## config.mk

```make
export PLATFORM = sky130hd
export DESIGN_NAME = ddr_iod_tap_ctrl
export DESIGN_NICKNAME = d
export VERILOG_FILES = /design/src/rtl/ddr_phy_pkg.sv /design/src/rtl/ddr_gap_timer.sv /design/src/rtl/ddr_iod_tap_ctrl.sv
export SDC_FILE = /design/constraint.sdc
export NUM_CORES = 1
export LEC_CHECK = 0
export BUFFER_PORTS_ARGS = -buffer_cell sky130_fd_sc_hd__buf_2
export CAP_MARGIN = 20
export CORE_AREA = 2 2 64 90
export CTS_BUF_LIST = sky130_fd_sc_hd__clkbuf_16
export CTS_CLUSTER_DIAMETER = 100
export DETAILED_ROUTE_END_ITERATION = 12
export DIE_AREA = 0 0 66 92
export GPL_TIMING_DRIVEN = 0
export PLACE_DENSITY_LB_ADDON = 0.25
export SYNTH_ARGS = -nofsm -noshare
export SYNTH_HDL_FRONTEND = slang
export SYNTH_HIERARCHICAL = 1
export SYNTH_SLANG_ARGS = --single-unit
```

## constraint.sdc

```tcl
create_clock -name FAB_CLK -period 2.45 [get_ports FAB_CLK]
set_clock_uncertainty 0.15 [all_clocks]
set_input_delay 0.245 -clock FAB_CLK [delete_from_list [all_inputs] [get_ports FAB_CLK]]
set_output_delay 0.245 -clock FAB_CLK [all_outputs]
set_load 0.02 [all_outputs]
```

## src/rtl/ddr_phy_pkg.sv

```systemverilog
// Shared types for the DDR PHY address/command lane logic.
//   tap_state_t : sequencer states of the per-lane tap controller
//   DIR_INC/DEC : DIRECTION encoding expected by the IOD (1 = more delay)
//   GAP_CNT_W   : width of the pacing/settle counter (covers 1..15 cycles)
package ddr_phy_pkg;

    typedef enum logic [2:0] {
        IDLE,
        DIR,
        STEP,
        GAP,
        LOAD,
        LWAIT,
        CMPL
    } tap_state_t;

    localparam logic DIR_INC = 1'b1;
    localparam logic DIR_DEC = 1'b0;

    localparam int GAP_CNT_W = 4;

endpackage

```

## src/rtl/ddr_gap_timer.sv

```systemverilog
// Loadable down-counter with a zero flag. Used to pace MOVE pulses and to
// wait out the IOD settle time after a LOAD.
//   clk_i      : clock
//   srst_i     : synchronous active-high reset (counter -> 0)
//   load_i     : load load_val_i this cycle
//   load_val_i : value to load; the counter then reads zero load_val_i
//                cycles later, i.e. zero_o rises in the (load_val_i+1)th
//                cycle after the load cycle
//   zero_o     : counter is at zero
module ddr_gap_timer
    import ddr_phy_pkg::*;
#(
    parameter int CNT_W = GAP_CNT_W
) (
    input  logic             clk_i,
    input  logic             srst_i,
    input  logic             load_i,
    input  logic [CNT_W-1:0] load_val_i,
    output logic             zero_o
);

    logic [CNT_W-1:0] cnt_q;
    logic [CNT_W-1:0] cnt_d;

    always_comb begin
        cnt_d = cnt_q;
        if (load_i) begin
            cnt_d = load_val_i;
        end else if (cnt_q != '0) begin
            cnt_d = cnt_q - CNT_W'(1);
        end
    end

    always_ff @(posedge clk_i) begin
        if (srst_i) begin
            cnt_q <= '0;
        end else begin
            cnt_q <= cnt_d;
        end
    end

    assign zero_o = (cnt_q == '0);

endmodule

```

## src/rtl/ddr_iod_tap_ctrl.sv

```systemverilog
// Per-lane delay-line sequencer for one DDR3 address/command IOD lane.
// Turns an absolute tap request into paced single-tap MOVE pulses, tracks
// the current tap and watches the lane's out-of-range flag.
//   FAB_CLK / SYNC_RST            : clock, synchronous active-high reset
//   REQ_VALID/READY/LOAD/TAP      : request handshake from training FSM
//   DONE / DONE_ERR               : completion pulse and abort status
//   CUR_TAP                       : current tap count
//   ERR_RANGE / ERR_CLR           : sticky out-of-range flag and its clear
//   DELAY_LINE_MOVE/DIRECTION/LOAD_0 : dynamic delay controls to the IOD
//   DELAY_LINE_OUT_OF_RANGE_0     : limit flag from the IOD
module ddr_iod_tap_ctrl
    import ddr_phy_pkg::*;
#(
    parameter int TAP_W     = 8,
    parameter int MAX_TAP   = 127,
    parameter int INIT_TAP  = 1,
    parameter int MOVE_GAP  = 3,
    parameter int LOAD_WAIT = 4
) (
    input  logic             FAB_CLK,
    input  logic             SYNC_RST,
    input  logic             REQ_VALID,
    output logic             REQ_READY,
    input  logic             REQ_LOAD,
    input  logic [TAP_W-1:0] REQ_TAP,
    output logic             DONE,
    output logic             DONE_ERR,
    output logic [TAP_W-1:0] CUR_TAP,
    output logic             ERR_RANGE,
    input  logic             ERR_CLR,
    output logic             DELAY_LINE_MOVE_0,
    output logic             DELAY_LINE_DIRECTION_0,
    output logic             DELAY_LINE_LOAD_0,
    input  logic             DELAY_LINE_OUT_OF_RANGE_0
);

    localparam logic [TAP_W-1:0]     MAX_T  = TAP_W'(MAX_TAP);
    localparam logic [TAP_W-1:0]     INIT_T = TAP_W'(INIT_TAP);
    localparam logic [GAP_CNT_W-1:0] GAP_LD = GAP_CNT_W'(MOVE_GAP - 1);
    localparam logic [GAP_CNT_W-1:0] LW_LD  = GAP_CNT_W'(LOAD_WAIT - 1);

    tap_state_t state_q, state_d;
    logic [TAP_W-1:0] cur_tap_q, cur_tap_d;
    logic [TAP_W-1:0] tgt_q, tgt_d;
    logic [TAP_W-1:0] req_tgt;
    logic             dir_q, dir_d;
    logic             err_q, err_d;
    logic             err_range_q, err_range_d;
    logic             tmr_load;
    logic             tmr_zero;
    logic [GAP_CNT_W-1:0] tmr_val;

    assign req_tgt = (REQ_TAP > MAX_T) ? MAX_T : REQ_TAP;

    // The timer is armed in the cycle before the wait state, so the wait
    // state itself lasts exactly MOVE_GAP (or LOAD_WAIT) cycles.
    assign tmr_load = (state_q == STEP) || (state_q == LOAD);
    assign tmr_val  = (state_q == STEP) ? GAP_LD : LW_LD;

    ddr_gap_timer #(
        .CNT_W (GAP_CNT_W)
    ) u_gap_timer (
        .clk_i      (FAB_CLK),
        .srst_i     (SYNC_RST),
        .load_i     (tmr_load),
        .load_val_i (tmr_val),
        .zero_o     (tmr_zero)
    );

    // State and datapath registers
    always_ff @(posedge FAB_CLK) begin
        if (SYNC_RST) begin
            state_q     <= LOAD;
            cur_tap_q   <= INIT_T;
            tgt_q       <= INIT_T;
            dir_q       <= DIR_DEC;
            err_q       <= 1'b0;
            err_range_q <= 1'b0;
        end else begin
            state_q     <= state_d;
            cur_tap_q   <= cur_tap_d;
            tgt_q       <= tgt_d;
            dir_q       <= dir_d;
            err_q       <= err_d;
            err_range_q <= err_range_d;
        end
    end

    // Next-state and datapath update
    always_comb begin
        state_d     = state_q;
        cur_tap_d   = cur_tap_q;
        tgt_d       = tgt_q;
        dir_d       = dir_q;
        err_d       = err_q;
        // Clear first; an abort below overrides it in the same cycle.
        err_range_d = err_range_q & ~ERR_CLR;
        case (state_q)
            IDLE: begin
                if (REQ_VALID) begin
                    if (REQ_LOAD) begin
                        state_d = LOAD;
                    end else begin
                        tgt_d = req_tgt;
                        if (req_tgt == cur_tap_q) begin
                            state_d = CMPL;
                        end else begin
                            state_d = DIR;
                            dir_d   = (req_tgt > cur_tap_q) ? DIR_INC : DIR_DEC;
                        end
                    end
                end
            end
            DIR: state_d = STEP;
            STEP: begin
                // The target is clamped to 0..MAX_TAP and steps only head
                // towards it, so this never wraps.
                cur_tap_d = (dir_q == DIR_INC) ? cur_tap_q + TAP_W'(1)
                                               : cur_tap_q - TAP_W'(1);
                state_d   = GAP;
            end
            GAP: begin
                if (tmr_zero) begin
                    if (DELAY_LINE_OUT_OF_RANGE_0) begin
                        // The IOD refused the last step; back the count out.
                        cur_tap_d   = (dir_q == DIR_INC) ? cur_tap_q - TAP_W'(1)
                                                         : cur_tap_q + TAP_W'(1);
                        err_d       = 1'b1;
                        err_range_d = 1'b1;
                        state_d     = CMPL;
                    end else if (cur_tap_q == tgt_q) begin
                        state_d = CMPL;
                    end else begin
                        state_d = STEP;
                    end
                end
            end
            LOAD: begin
                cur_tap_d = INIT_T;
                state_d   = LWAIT;
            end
            LWAIT: begin
                if (tmr_zero) begin
                    state_d = CMPL;
                end
            end
            CMPL: begin
                err_d   = 1'b0;
                state_d = IDLE;
            end
            default: state_d = IDLE;
        endcase
    end

    // Moore outputs
    always_comb begin
        REQ_READY         = (state_q == IDLE);
        DONE              = (state_q == CMPL);
        DONE_ERR          = (state_q == CMPL) && err_q;
        DELAY_LINE_MOVE_0 = (state_q == STEP);
        // Reset parks the FSM in LOAD; masking with the reset keeps the
        // LOAD pulse quiet while reset is held, so it fires exactly once in
        // the first cycle after release.
        DELAY_LINE_LOAD_0 = (state_q == LOAD) && !SYNC_RST;
    end

    assign CUR_TAP                = cur_tap_q;
    assign ERR_RANGE              = err_range_q;
    assign DELAY_LINE_DIRECTION_0 = dir_q;

endmodule

```

==> metrics list <==
* Run status: finished, final reports clean
* Total number of nets in the final design: 313
- Number of vias per cell: roughly 5.4
* CTS root buffer: sky130_fd_sc_hd__clkbuf_16
- The number of hold-slack violations in the final timing report was 0.
* Worst path max stage delay: 0.42 ns
- Summed over all failing endpoints, the final setup total negative slack is 0 ns.
- I/O pin count: 29
* Port-buffer cells: 28
- Maximum number of pins on one net before global-route repair: 16
- Max FO, Critical Path: 8
- Initial Utilization: 0.383
- Summed over all layers, the global routing overflow is 0.
- Sorting the synthesized cells by how often they occur yields 26 x sky130_fd_sc_hd__dfxtp_1, 18 x sky130_fd_sc_hd__nand2_1, 14 x sky130_fd_sc_hd__a21oi_1, 14 x sky130_fd_sc_hd__nor2_1.
- Leakage dissipation: 0.995 nW
- After technology mapping, the gate count stands at 248.
- Counting flops with an async set or reset pin after synthesis yields a share of 0.
- # clock sinks: 26
- DRT antenna net count: 0
- Worst setup SP type: register
- Maximum count of clock buffers along a single path: 2
- Crit end category: register
- Antenna violations before repair: 0
* Critical path required time: 2.48 ns
* Final std cells w/o fill: roughly 360
- Class of the worst hold path: input port to register
- Yosys reg bits: 26
* Overall Global Routing Usage: 0.192
* Die Width: 66 µm
* Syn avg cell area: 8.28 µm²
* Primary FF master, synth: sky130_fd_sc_hd__dfxtp_1
- The number of antenna diodes in the final layout is 0.
* Worst hold slack across all endpoints: between 0.1 and 0.15 ns
- First-pass GRT wire length: 9.07 mm
- After synthesis the cells add up to just over 2000 µm².
- The worst pin sits at a relative slew slack of 0.523.
- Die area: 6070 µm²
- Data on the critical path arrives at its endpoint at about 2.2 ns.
- From synthesis to final layout, the design area changed by 18.3%.
- By startpoint and endpoint, the worst setup path is classified as register to register.
- Of the cells placed in the final design, the portion with a size suffix greater than 1 is 0.275.
- Counting tap cells, the placed design contains a total of 346 instances.
- For the worst-skew pair, the clock arrives at the later sink with an insertion delay of 0.27 ns.
* Row count: 32
* Actual transition at the worst max-transition pin: a little over 0.7 ns
* Total power after layout: 2.90 mW
* Pwr dens: 1200 nW/µm²
* # Max-Cap Violations: 0
- Number of DRC violations after detailed routing: 0
- After layout, the minimum clock period comes to 2.12 ns.
- The synthesized design spends more area on one cell type than any other, namely sky130_fd_sc_hd__dfxtp_1.
* Worst VDD drop: 357 µV
- Final setup violation count: 0
- Count of flip-flops with a built-in enable after synthesis: 0
- Starting DRT DRC Count: 85
* TritonCTS clock tree: built
- CTS clock-pin slew for the worst setup and hold paths: 0.07 ns
- Final period util: 0.866
- Part of the Yosys area used for sequential elements: 0.254
* Post-detailed-route wirelength per cell: around 16 µm
- The share of synthesized area in the top cell type comes to 0.254.
- Cell types with the largest area share after synthesis: sky130_fd_sc_hd__dfxtp_1 25%, sky130_fd_sc_hd__ha_1 6.7%, sky130_fd_sc_hd__a21oi_1 3.4%, sky130_fd_sc_hd__xor2_1 3.4%, sky130_fd_sc_hd__nand2_1 3.3%
- Detailed routing inserted a total of 1927 vias.
- CTS built an H-tree with a depth of 1.
* RSZ-0062 raised after global routing: no
- Area of the placeable core: approximately 5400 µm²
* Most repeated cell in the gate-level netlist after synthesis: sky130_fd_sc_hd__dfxtp_1
* Total wirelength of the detailed-routed design: about 5.5 mm
* Number of distinct library cells after synthesis: 63
- The die is 92 µm tall.
- Weighted congestion at the end of routability-driven global placement: 0.890
- Maximum operating frequency: about 470 MHz
- Slew Viols, Final: 0
* Critical-path cell list: buf_6 -> inv_1 -> ha_1 -> or3b_1 -> nor3_2 -> xnor2_1 -> a211oi_1 -> a311oi_1
* Via count of the first global-routing pass: 1906
* Synthesis warning total: 6
- Post-detail-place hpwl: ~4.2 mm
* First-pass iteration count of the detailed router: 4
* Number of buffers inserted during clock tree synthesis: 3
* Cell with the largest stage delay on the worst path: sky130_fd_sc_hd__or3b_1
* Number of fill cells in the layout: 562
## logic make-up after synthesis
logic type	count (synthesis)	synth area share
XOR/XNOR	15	0.0640
other	2	0.00366
AND/OR/NAND/NOR	102	0.308
buffers and inverters	28	0.0670
flip-flops	26	0.254
multiplexers	5	0.0329
adder cells (fa/ha/maj)	11	0.0670
AO/OA/AOI/OAI	59	0.204
## final cells by class
cell class | count | area, µm² | area share
multi-input combinational | 196 | 1400 | 0.578
sequential | 26 | 520 | 0.214
timing repair buffer | 33 | 178 | 0.0732
tap | 68 | 85.1 | 0.0350
buffer | 12 | 77.6 | 0.0319
clock buffer | 3 | 75.1 | 0.0309
inverter | 16 | 60.1 | 0.0247
clock inverter | 1 | 30.0 | 0.0124
## cells in the final DEF, fill, tap and decap left out, types with 6 or more instances in the layout
| cell type | Yosys | layout |
|---|---|---|
| sky130_fd_sc_hd__nor4_1 | 6 | 6 |
| sky130_fd_sc_hd__nand2_1 | 18 | 18 |
| sky130_fd_sc_hd__a21oi_1 | 14 | 14 |
| sky130_fd_sc_hd__xnor2_1 | 7 | 7 |
| sky130_fd_sc_hd__ha_1 | 11 | 11 |
| sky130_fd_sc_hd__inv_1 | 13 | 13 |
| sky130_fd_sc_hd__nor2_1 | 14 | 14 |
| sky130_fd_sc_hd__o21ai_1 | 6 | 6 |
| sky130_fd_sc_hd__buf_2 | 5 | 33 |
| sky130_fd_sc_hd__dfxtp_1 | 26 | 26 |
| sky130_fd_sc_hd__xor2_1 | 8 | 8 |
| sky130_fd_sc_hd__or2_2 | 7 | 7 |
| sky130_fd_sc_hd__nor2b_1 | 6 | 6 |
| sky130_fd_sc_hd__nor3_1 | 13 | 13 |
| sky130_fd_sc_hd__buf_4 | 3 | 8 |
## timing repair
item,CTS,global route
endpoints found under the setup margin,0,2
setup buffers,0,5
hold buffers,0,0
gates resized for setup,0,0
hold endpoints to repair,0,0
## critical path, delay by kind of cell (launching register included)
kind,cells,cell delay [ns]
adder cells (fa/ha/maj),1,0.21
flip-flops,1,0.33
buffers and inverters,2,0.30
AND/OR/NAND/NOR,2,0.56
XOR/XNOR,1,0.13
AO/OA/AOI/OAI,2,0.34
## per-layer routing
| layer | wire, µm | vias up | GRT usage |
|---|---|---|---|
| met5 | 0 | - | 0 |
| met4 | 158 | 0 | 0.0918 |
| met3 | 189 | 14 | 0.0233 |
| met2 | 2920 | 41 | 0.340 |
| met1 | 2280 | 893 | 0.223 |
| li1 | - | 979 | - |
## final timing paths
check,startpoint,endpoint,slack (ns),cells after the start
worst max register to register,CUR_TAP[1],CUR_TAP[6],0.33,8
worst max-delay path,CUR_TAP[1],CUR_TAP[6],0.33,8
worst min-delay path,ERR_CLR,ERR_RANGE,0.11,4
worst min register to register,tgt_q[6],tgt_q[6],0.32,2
## flip-flops by register name, summed over array words and instances, names as in the netlist
signal / cells
CUR_TAP: 8
DELAY_LINE_DIRECTION_0: 1
ERR_RANGE: 1
err_q: 1
state_q: 3
tgt_q: 8
u_gap_timer/cnt_q: 4
## per-stage QoR
stage / area, µm² / setup slack [ns] / utilization
6_report: 2430 / 0.329 / 0.453
4_1_cts: 2390 / 0.160 / 0.446
3_5_place_dp: 2290 / 0.181 / 0.426
3_3_place_gp: 2290 / 0.222 / 0.426
2_1_floorplan: 2060 / 0.479 / -
5_1_grt: 2430 / 0.190 / 0.453
## report_power, final
group,internal (mW),total (mW),switching (mW)
Sequential,0.526,0.663,0.136
Clock,0.326,0.492,0.166
Combinational,0.765,1.75,0.985
Total,1.62,2.90,1.29
Note: power is estimated with default switching activity, not from simulation.
